## src/rtl/decode_scan.sv

```systemverilog
// Binary-to-one-hot channel decoder with registered outputs, enable gating,
// optional active-low polarity and an autonomous dwell-timed scan mode.
module decode_scan #(
  parameter int SEL_W      = 2,
  parameter int N_OUT      = 4,
  parameter int DWELL      = 4,
  parameter int ACTIVE_LOW = 0
) (
  input  logic             clk,
  input  logic             rst,
  input  logic             en,
  input  logic             mode,
  input  logic [SEL_W-1:0] sel,
  output logic [N_OUT-1:0] y,
  output logic [SEL_W-1:0] idx,
  output logic             wrap
);

  localparam int CW = (DWELL > 1) ? $clog2(DWELL) : 1;
  localparam logic [CW-1:0]    DLAST    = CW'(DWELL - 1);
  localparam logic [SEL_W-1:0] LAST     = SEL_W'(N_OUT - 1);
  localparam logic [SEL_W:0]   NOUT_X   = N_OUT[SEL_W:0];
  localparam logic [N_OUT-1:0] INACTIVE = (ACTIVE_LOW != 0) ? '1 : '0;

  logic [N_OUT-1:0] y_q, y_d;
  logic [SEL_W-1:0] idx_q, idx_d, eff;
  logic [CW-1:0]    cnt_q, cnt_d;
  logic             wrap_q, wrap_d;

  function automatic logic [N_OUT-1:0] onehot(input logic [SEL_W-1:0] v);
    logic [N_OUT-1:0] r;
    r = '0;
    for (int i = 0; i < N_OUT; i++) r[i] = (v == SEL_W'(i));
    return (ACTIVE_LOW != 0) ? ~r : r;
  endfunction

  // An out-of-range index left over from direct mode scans as the last channel.
  assign eff = ({1'b0, idx_q} >= NOUT_X) ? LAST : idx_q;

  always_comb begin
    cnt_d  = cnt_q;
    idx_d  = idx_q;
    y_d    = INACTIVE;
    wrap_d = 1'b0;
    if (en) begin
      if (!mode) begin
        cnt_d = '0;
        if ({1'b0, sel} < NOUT_X) begin
          idx_d = sel;
          y_d   = onehot(sel);
        end
      end else if (cnt_q != DLAST) begin
        cnt_d = cnt_q + 1'b1;
        idx_d = eff;
        y_d   = onehot(eff);
      end else begin
        cnt_d = '0;
        if (eff == LAST) begin
          idx_d  = '0;
          wrap_d = 1'b1;
        end else begin
          idx_d = eff + 1'b1;
        end
        y_d = onehot(idx_d);
      end
    end
  end

  always_ff @(posedge clk or posedge rst) begin
    if (rst) begin
      y_q    <= INACTIVE;
      idx_q  <= '0;
      cnt_q  <= '0;
      wrap_q <= 1'b0;
    end else begin
      y_q    <= y_d;
      idx_q  <= idx_d;
      cnt_q  <= cnt_d;
      wrap_q <= wrap_d;
    end
  end

  assign y    = y_q;
  assign idx  = idx_q;
  assign wrap = wrap_q;

endmodule

```

## config.mk

```make
export PLATFORM = sky130hd
export DESIGN_NAME = decode_scan
export DESIGN_NICKNAME = d
export VERILOG_FILES = /design/src/rtl/decode_scan.sv
export SDC_FILE = /design/constraint.sdc
export NUM_CORES = 1
export LEC_CHECK = 0
export ABC_AREA = 1
export BUFFER_PORTS_ARGS = -buffer_cell sky130_fd_sc_hd__buf_2
export CORE_AREA = 2 2 39 41
export DETAILED_ROUTE_END_ITERATION = 8
export DIE_AREA = 0 0 41 43
export HOLD_SLACK_MARGIN = 0.1
export REMOVE_ABC_BUFFERS = 1
export SETUP_SLACK_MARGIN = 0.2
export SYNTH_ARGS = -nofsm -noshare
export SYNTH_HDL_FRONTEND = slang
export SYNTH_SLANG_ARGS = --single-unit
```

## constraint.sdc

```tcl
create_clock -name clk -period 3.09 [get_ports clk]
set_input_delay 0 -clock clk [delete_from_list [all_inputs] [get_ports clk]]
set_output_delay 0 -clock clk [all_outputs]
set_load 0.01 [all_outputs]
```

# [Yosys cells after proc, flatten, opt, wreduce, memory -nomap -nowiden]
# Cells that the tools add are included.
[totals] regBits=9 latch_bits=0 mem_bits_rw=0 rom_bits=0 input_bits=6 out_inout_bits=7 word_cells=36 mem_count=0
[op_classes] addsub=2 mul=0 div=0 n_lt_le_gt_ge=0 n_eq_ne=11 shift=0 mux=15 bitwise_logic=0 n_reduce_logical=4
[op_table] cell="2-bit two-way mux" count=8
[op_table] cell="2-bit equality test (second input constant)" count=6
[op_table] cell="4-bit two-way mux" count=3
[op_table] cell="2-bit by 1-bit equality test with 1-bit output (second input constant)" count=3
[op_table] cell="2-bit zero test" count=3
[op_table] cell="2-bit by 1-bit adder with 2-bit output (second input constant)" count=2
[op_table] cell="1-bit two-way mux" count=4
[op_table] cell="2-bit inequality test (second input constant)" count=2
[op_table] cell="2-bit AND reduction" count=1

# [Longest topological paths before layout]
# Gate-level depths: netlist of run 1.
[depth] word_depth=9 ltp_mapped=8 mapped_depth_nobuf=8

# [Least setup slack after synthesis of run 1]
# OpenSTA, ideal clock, no wires.
[synth_path] path_kind="register to register" from="register idx_q[0] (netlist: idx[0])" to="register y_q[2] (netlist: y[2])" setup_ns=0.122 t_arrival_ns=1.126 required_time_ns=2.968 slack_ns=1.842 stages_incl_launch_ff=9 n_path_buf=0 period_less_slack_ns=1.248 path_cell_list="dfrtp_1 inv_1 ha_1 inv_1 nand2_1 nand3_2 nand2_1 nand2_1 nor2_1"
[synth_between] elab_chain_len=9 word_cells_on_any_way=11 classes_between="add/sub (1); eq/ne (3); mux (7)"
[synth_lines] item="start: declaration" line_no="26" source="logic [SEL_W-1:0] idx_q, idx_d, eff;"
[synth_lines] item="start signal: assignment" line_no="77" source="idx_q <= idx_d;"
[synth_lines] item="2-bit by 1-bit adder with 2-bit output / 2-bit equality test (equally long branches)" line_no="62, 58"
[synth_lines] item="2-bit two-way mux" line_no="58" source="if (eff == LAST) begin"
[synth_lines] item="2-bit two-way mux" line_no="52" source="end else if (cnt_q != DLAST) begin"
[synth_lines] item="2-bit two-way mux" line_no="46" source="if (!mode) begin"
[synth_lines] item="2-bit two-way mux" line_no="45" source="if (en) begin"
[synth_lines] item="2-bit equality test" line_no="33" source="for (int i = 0; i < N_OUT; i++) r[i] = (v == SEL_W'(i));"
[synth_lines] item="4-bit two-way mux *" line_no="52"
[synth_lines] item="4-bit two-way mux *" line_no="46"
[synth_lines] item="4-bit two-way mux *" line_no="45"
[synth_lines] item="named net y_d[2]" line_no="25" source="logic [N_OUT-1:0] y_q, y_d;"
[synth_lines] item="end signal: assignment" line_no="76" source="y_q <= y_d;"
[synth_lines] item="end: declaration" line_no="25"
# Mark *: on every way through the listed nets, which the timed path passes. The rest lies on a longest branch. The select of a mux whose other input is x is not followed.
# A chain may end at the register's enable or synchronous reset.

# [Worst setup path after layout of run 1]
# Same ends and word-level chain as after synthesis.

==> metrics, run 1 <==
placed insts 94; part of the power in registers 42.3%; unrepaired setup endpoints after global routing no; FP Rows 14; Worst-path clk slew 0.06 ns; P per Cell Area 493.8 nW/um2; Worst Setup Path Type flop to flop; Logic pwr share 30.4%; Worst EP required 3.24 ns; Final Hold Vio Count 0; Non-Filler Instances 103; setup total negative slack 0 ns; Least-Margin Pin Slew 0.3460 ns; remaining global-route overflow 0; RePlAce Congestion 0.7502; CTS Buffer Depth 2; initial antenna violation count 0; CTS tree built; reg-to-reg critical path startpoint idx[0]; Critical path origin idx[0]; Critical Path Fanout Max 5; mapped cell area 535.5 um2; number of port buffers 12; Leak 0.3843 nW; Final Setup Violations 0; # IOs 13; Die H 43 um; switching power total 0.0001147 W; hold crit path type input port to asynchronous set/reset pin; met2 Resource Use GR 27.19%; post-layout minimum cycle time 1.279 ns; setup repair bufs after CTS 0; #FFs+latches synth 9; P&R area growth vs syn 27.80%; Die Span X 41 um; Skew-Pair Late Insertion Delay 0.26 ns; met3 Track Usage GR 5.236%; initial drt markers 19; routed wire length 1163 um; Wirelength per Cell 11.29 um; GR peak layer met2; vias in the first global route 483; most frequent cells in the layout nand2_1, buf_2, inv_1, dfrtp_1, o21ai_0; maximum number of pins on one net before global-route repair 10; Sink Count 9; post-DR vias/cell 4.816; vias 496; n_diodes 0; Fmax 782.0 MHz; Core Area 1384 um2; total track usage 16.75%; fin crit share 41.38%; Worst Setup End Kind flop; Internal Power 0.0002232 W; post-synth cell types 17; CTS H-tree lvls 1; Worst setup SP type flop; first-pass GRT wire length 1925 um; cts bufs inserted 3; CP Data Arrival Time 1.43 ns; hold slack final 0.2316 ns; Rel. slew slack 76.91%; post_cts resized 0; die area 1763 um2; mean area per synthesized cell 7.993 um2; DRC 0; TritonRoute pass-1 iters 5; Clock Skew 0.002669 ns; commonest non-fill, non-tap cell in the layout nand2_1; Peak VDD IR 0.0002105 V; post-synthesis sequential area ratio 42.06%; Syn. warnings 0; max-slew violations 0; CTS Root Cell clkbuf_4; status complete, no violations; max_cap viols 0; Switching Fraction 33.95%; DP HPWL 857.8 um; share of layout cells above drive strength 1 24.14%; share of total power in the clock network 27.3%; initial core utilization 38.70%; Post-Synthesis Cells 67; DRT antenna net count 0; fin nets 99; met1 usage 16.99%
-- power by group through the flow --
| stage | clock network (W) | registers (W) | logic (W) |
|---|---|---|---|
| 2_1_floorplan | 0 | 0.000150 | 0.0000606 |
| 3_3_place_gp | 0 | 0.000145 | 0.0000953 |
| 3_5_place_dp | 0 | 0.000146 | 0.0000977 |
| 4_1_cts | 0.0000936 | 0.000143 | 0.000103 |
| 5_1_grt | 0.000101 | 0.000146 | 0.000121 |
| 6_report | 0.0000923 | 0.000143 | 0.000103 |
-- flip-flops by register name, indices dropped and copies added (netlist names) --
| name | flops |
|---|---|
| cnt_q | 2 |
| y | 4 |
| wrap | 1 |
| idx | 2 |
-- metrics by stage --
step | worst slack [ns] | total power [W] | cell area [um2] | utilization (%)
4_1_cts | 1.812 | 0.0003403 | 684.4 | 49.46
3_5_place_dp | 1.814 | 0.0002432 | 608.1 | 43.94
6_report | 1.811 | 0.0003380 | 684.4 | 49.46
5_1_grt | 1.664 | 0.0003674 | 684.4 | 49.46
3_3_place_gp | 1.848 | 0.0002399 | 608.1 | 43.94
2_1_floorplan | 1.842 | 0.0002106 | 528.0 | -
-- logic make-up (layout without fill, tap and decap cells) --
group / Yosys count / in the layout / share of synthesized area, %
AO/OA/AOI/OAI: 11 / 11 / 11.22
adder cells (fa/ha/maj): 5 / 5 / 11.68
buffers and inverters: 12 / 32 / 9.113
flip-flops: 9 / 9 / 42.06
AND/OR/NAND/NOR: 30 / 30 / 25.94
-- synth_stat cells, drive strengths merged --
master	n	share of area, %
dfrtp	9	42
nand3	5	5.6
nor4	1	1.2
nand2	18	13
o211ai	1	1.4
o21ai	6	5.6
a21oi	3	2.8
buf	1	1.4
a21boi	1	1.4
nor2	6	6.1
inv	11	7.7
ha	5	12
-- per-layer routing --
metal	part of all wire [%]	vias up
met5	0	-
li1	-	254
met1	40	223
met2	53	14
met4	2.5	0
met3	4.5	5
-- critical path, cell delays in order (launching register included) --
cell and delay [ns]:
dfrtp_1 0.40, inv_1 0.12, ha_1 0.31, inv_1 0.07
nand2_1 0.06, nand3_2 0.08, nand2_1 0.05, nand2_1 0.05
nor2_1 0.03
-- path summary, 6_finish.rpt --
| path | end | slack (ns) | cells after the start |
|---|---|---|---|
| min in group clk | cnt_q[1] | 0.49 | 2 |
| max in group asynchronous | cnt_q[0] | 2.60 | 3 |
| worst min-delay path | y[0] | 0.23 | 3 |
| worst max-delay path | y[2] | 1.81 | 8 |
| worst max register to register | y[2] | 1.81 | 8 |
| worst min register to register | cnt_q[1] | 0.49 | 2 |
-- area by class of cell --
cell class	instances	area (um2)
Inverter	11	41.29
Sequential cell	9	225.2
Multi-Input combinational cell	46	261.5
Fill cell	141	699.4
Clock buffer	4	26.28
Tap cell	16	20.02
Timing Repair Buffer	17	110.1
-- timing repair --
item / in CTS / in global routing
endpoints found under the hold margin: 14 / 0
setup endpoints to repair: 0 / 0
hold buffers: 5 / 0
(Power assumes the default switching activity.)
==> inputs of run 2 (changes only) <==
==> constraint.sdc (replaced) <==
create_clock -name clk -period 1.2 [get_ports clk]
set_input_delay 0 -clock clk [delete_from_list [all_inputs] [get_ports clk]]
set_output_delay 0 -clock clk [all_outputs]
set_load 0.01 [all_outputs]
==> run 2 against run 1 <==
  * Clock power grew to 2.6 times the previous value
  * Die area is the same
  * Sequential power grew to 2.6 times the previous value
  * Final cell count grew 7.8%
  * Register-to-register slack lost 1.8 ns
  * First-iteration DRC count shrank 68%
  * Clock-buffer cell count is the same
  * Maximum frequency grew 11%
  * Flip-flop and latch count is the same
  * Highest routed layer unchanged
==> metrics, run 2 (synthesis gave the netlist of run 1 again) <==
final core occ 59.49%; r2r setup slk 0.04 ns; Core Area 1384 um2; Tot Pwr 0.001083 W; number of port buffers 12; first-pass GRT wire length 1994 um; TritonRoute pass-1 iters 4; Worst-path clk slew 0.06 ns; Internal Power 0.0007083 W; initial antenna violation count 0; share of total power in the clock network 22.4%; Critical Path Fanout Max 4; Peak VDD IR 0.0006048 V; switching power total 0.0003751 W; Final Setup Violations 0; DRC 0; Least-Margin Pin Slew 0.3481 ns; Worst Setup Path Type flop to flop; n_diodes 0; Rel. slew slack 76.77%; Worst setup SP type flop; Switching Fraction 34.62%; maximum number of pins on one net before global-route repair 10; Die H 43 um; Critical path origin idx[1]; DP HPWL 811.2 um; CP Data Arrival Time 1.36 ns; Non-Filler Instances 111; Clock Skew 0.003080 ns; Logic pwr share 43.2%; max reg flops 4; most frequent cells in the layout nand2_1, buf_2, dfrtp_1; vias 542; # IOs 13; placed insts 98; setup total negative slack 0 ns; Fmax 864.6 MHz; cts bufs inserted 3; post-DR vias/cell 4.883; fin crit share 96.38%; post-layout minimum cycle time 1.157 ns; Finished Cell Area 823.3 um2; initial drt markers 6; CTS Buffer Depth 2; share of layout cells above drive strength 1 45.26%; reg-to-reg critical path startpoint idx[1]; area post-placement 638.1 um2; Sink Count 9; CTS Root Cell clkbuf_4; FP Rows 14; hold crit path type input port to flop; Wirelength per Cell 11.72 um; max_cap viols 0; initial core utilization 38.70%; Skew-Pair Late Insertion Delay 0.26 ns; status complete, no violations; routed wire length 1301 um; Leak 0.4295 nW; die area 1763 um2; Die Span X 41 um; remaining global-route overflow 0; Worst EP required 1.40 ns; DRT antenna net count 0; max-slew violations 0; CP endpoint y[2]; Final Hold Vio Count 0; fin nets 107; CTS H-tree lvls 1; commonest non-fill, non-tap cell in the layout nand2_1; RePlAce Congestion 0.7958; vias in the first global route 511; part of the power in registers 34.4%; unrepaired setup endpoints after global routing yes; P&R area growth vs syn 53.74%; r2r endpoint y[2]; Fill cells 125; CTS tree built; P per Cell Area 1316 nW/um2; Worst Setup End Kind flop; R2R cell count 8; total track usage 16.63%
run 2: how the worst min path moves through the flow:
stage	from	to	slack (ns)	cells after the start
floorplan	rst	cnt_q[0]	-0.17	1
global placement	rst	wrap	-0.02	2
detailed placement	rst	wrap	-0.02	2
CTS	mode	y[1]	0.10	4
global route	mode	y[3]	0.13	3
finish	mode	y[3]	0.1	3
run 2: through the flow:
step | hold WS [ns] | setup WS (ns)
floorplan | -0.1721 | -0.04777
CTS | 0.1019 | 0.06654
detailed placement | -0.02065 | -0.04814
global placement | -0.01689 | -0.04879
global route | 0.1285 | -0.04899
finish | 0.09733 | 0.04339
run 2: critical path: stages, from the launching register on:
cell and delay (ns):
dfrtp_1 0.41, inv_2 0.08, ha_4 0.27, inv_2 0.04, nand2_2 0.05, nand3_2 0.06, nand2_1 0.06, nand2_1 0.04
nor2_1 0.08
run 2: power groups by stage:
stage	Combinational (W)	Sequential, W	Clock, W
finish	0.000468	0.000373	0.000243
global placement	0.000293	0.000369	0
global route	0.000519	0.000379	0.000260
floorplan	0.000156	0.000386	0
CTS	0.000411	0.000370	0.000241
detailed placement	0.000297	0.000370	0
run 2: layout make-up:
cell class	instances	area (um2)	share of cell area (%)
clock buffers	4	26.28	3.191
multi-input cells	46	319.1	38.75
repair buffers	25	188.9	22.95
well taps	16	20.02	2.432
flip-flops and latches	9	225.2	27.36
inverters	11	43.79	5.319
run 2: metal layers:
| metal | track usage [%] | up-vias | wire length (um) |
|---|---|---|---|
| met5 | 0 | - | 0 |
| met4 | 8.000 | 0 | 26 |
| met3 | 3.141 | 5 | 97 |
| met2 | 25.62 | 22 | 608 |
| met1 | 21.17 | 247 | 569 |
| li1 | - | 268 | - |
run 2: what timing repair did:
action                                  in CTS  in global routing
gates resized for setup                     14                 11
hold buffers                                 4                  0
hold endpoints to repair                    14                  0
endpoints found under the setup margin       8                 10
pin swaps                                    8                  4
buffers inserted                             4                  1
==> inputs of run 3 (changes only) <==
==> constraint.sdc (replaced) <==
create_clock -name clk -period 1.2 [get_ports clk]
set_input_delay 0.18 -clock clk [delete_from_list [all_inputs] [get_ports clk]]
set_output_delay 0.18 -clock clk [all_outputs]
set_load 0.01 [all_outputs]
==> run 3 against run 2 <==
  * Final cell count decreased by 6.3%
  * Critical path depth decreased by 6
  * Global-route usage decreased by 1.1 points
==> metrics, run 3 (synthesis gave the netlist of run 1 again) <==
status complete, no violations; met1 usage 19.87%; n_diodes 0; Finished Cell Area 743.2 um2; Skew-Pair Late Insertion Delay 0.26 ns; hold crit path type input port to flop; Critical path origin idx[0]; # IOs 13; Worst-path clk slew 0.06 ns; Rel. slew slack 76.79%; max reg flops 4; CP Data Arrival Time 0.99 ns; initial drt markers 9; Least-Margin Pin Slew 0.3477 ns; most frequent cells in the layout nand2_1, buf_2, dfrtp_1, inv_2, inv_1; vias in the first global route 478; first-pass GRT wire length 1856 um; setup total negative slack 0 ns; Internal Power 0.0006496 W; DP HPWL 811.2 um; Die Span X 41 um; CTS Root Cell clkbuf_4; FP Rows 14; cts bufs inserted 3; final worst slack 0.02738 ns; CP endpoint idx[0]; CTS tree built; number of port buffers 12; routed wire length 1174 um; RePlAce Congestion 0.7958; post-layout minimum cycle time 1.173 ns; Non-Filler Instances 104; Peak VDD IR 0.0007095 V; share of layout cells above drive strength 1 45.45%; met3 Track Usage GR 3.141%; CTS Buffer Depth 2; area post-placement 638.1 um2; Logic pwr share 37.6%; R2R cell count 8; Switching Fraction 35.12%; met2 Resource Use GR 23.44%; vias 515; Die H 43 um; max-slew violations 0; Critical Path Fanout Max 4; Core Area 1384 um2; CTS H-tree lvls 1; Wirelength per Cell 11.29 um; Clock Skew 0.001383 ns; GR peak layer met2; Worst setup SP type flop; Fmax 852.8 MHz; Worst Setup End Kind output pin; total track usage 15.52%; reg-to-reg critical path startpoint idx[0]; DRT antenna net count 0; maximum number of pins on one net before global-route repair 10; r2r endpoint y[2]; P per Cell Area 1347 nW/um2; Sink Count 9; max_cap viols 0; TritonRoute pass-1 iters 4; Final Hold Vio Count 0; Final Setup Violations 0; Worst Setup Path Type flop to output pin; P&R area growth vs syn 38.78%; pre-CTS WS -0.04814 ns; die area 1763 um2; fin nets 100; fin crit share 97.72%; switching power total 0.0003516 W; post-DR vias/cell 4.952; Leak 0.3898 nW; r2r setup slk 0.03 ns; initial core utilization 38.70%; remaining global-route overflow 0; DRC 0; initial antenna violation count 0; Worst EP required 1.02 ns; share of total power in the clock network 23.9%; commonest non-fill, non-tap cell in the layout nand2_1; hold slack final 0.1558 ns; part of the power in registers 38.5%; placed insts 98; unrepaired setup endpoints after global routing yes
[run 3: cell count changes in the layout (fill, tap and decap cells not counted), moves of 2 or more]
| cell | change |
|---|---|
| buf_6 | -4 |
| dlygate4sd3_1 | -3 |
| dfrtp_1 | -2 |
| dfrtp_2 | +2 |
[run 3: metal layers]
metal  vias up  share of wire, %
met3         5               5.9
li1        253                 -
met2        18                48
met4         0               2.1
met1       239                44
met5         -                 0
[run 3: per-stage QoR]
step	utilization, %	total power [W]
2_1_floorplan	-	0.0005424
3_3_place_gp	46.11	0.0006628
3_5_place_dp	46.11	0.0006665
4_1_cts	51.54	0.0009726
5_1_grt	53.71	0.001071
6_report	53.71	0.001001
[run 3: worst min path at each step]
stage                    end  cells past startpoint  from  slack (ns)
CTS                 cnt_q[0]                      2    en        0.18
detailed placement      wrap                      2   rst        0.16
finish              cnt_q[0]                      2    en        0.16
global placement        wrap                      2   rst        0.16
global route        cnt_q[0]                      2    en        0.17
floorplan           cnt_q[0]                      1   rst       0.008
[run 3: worst max-delay path, stage by stage, from the launching register on]
cell	delay, ns
dfrtp_2	0.45
buf_4	0.15
buf_2	0.13
[run 3: timing repair]
item                                    4_1_cts  5_1_grt
endpoints found under the setup margin       10       10
gates resized for setup                      12        9
buffers inserted                              1        0
hold buffers                                  1        0
cloned                                        0        0
hold endpoints to repair                      9        0
pin swaps                                     7        4
[run 3: area by class of cell]
class                   instances  area, um2
clock buffers                   4      26.28
fillers                       129      640.6
inverters                      11      41.29
multi-input cells              46      316.6
flip-flops and latches          9      227.7
well taps                      16      20.02
repair buffers                 18      111.4
[run 3: power by group through the flow]
| stage | sequential [W] | clock, W | combinational (W) |
|---|---|---|---|
| after CTS | 0.000372 | 0.000241 | 0.000360 |
| final | 0.000386 | 0.000239 | 0.000376 |
| after global placement | 0.000369 | 0 | 0.000293 |
| after floorplan | 0.000386 | 0 | 0.000156 |
| after global routing | 0.000390 | 0.000260 | 0.000420 |
| after detailed placement | 0.000370 | 0 | 0.000297 |
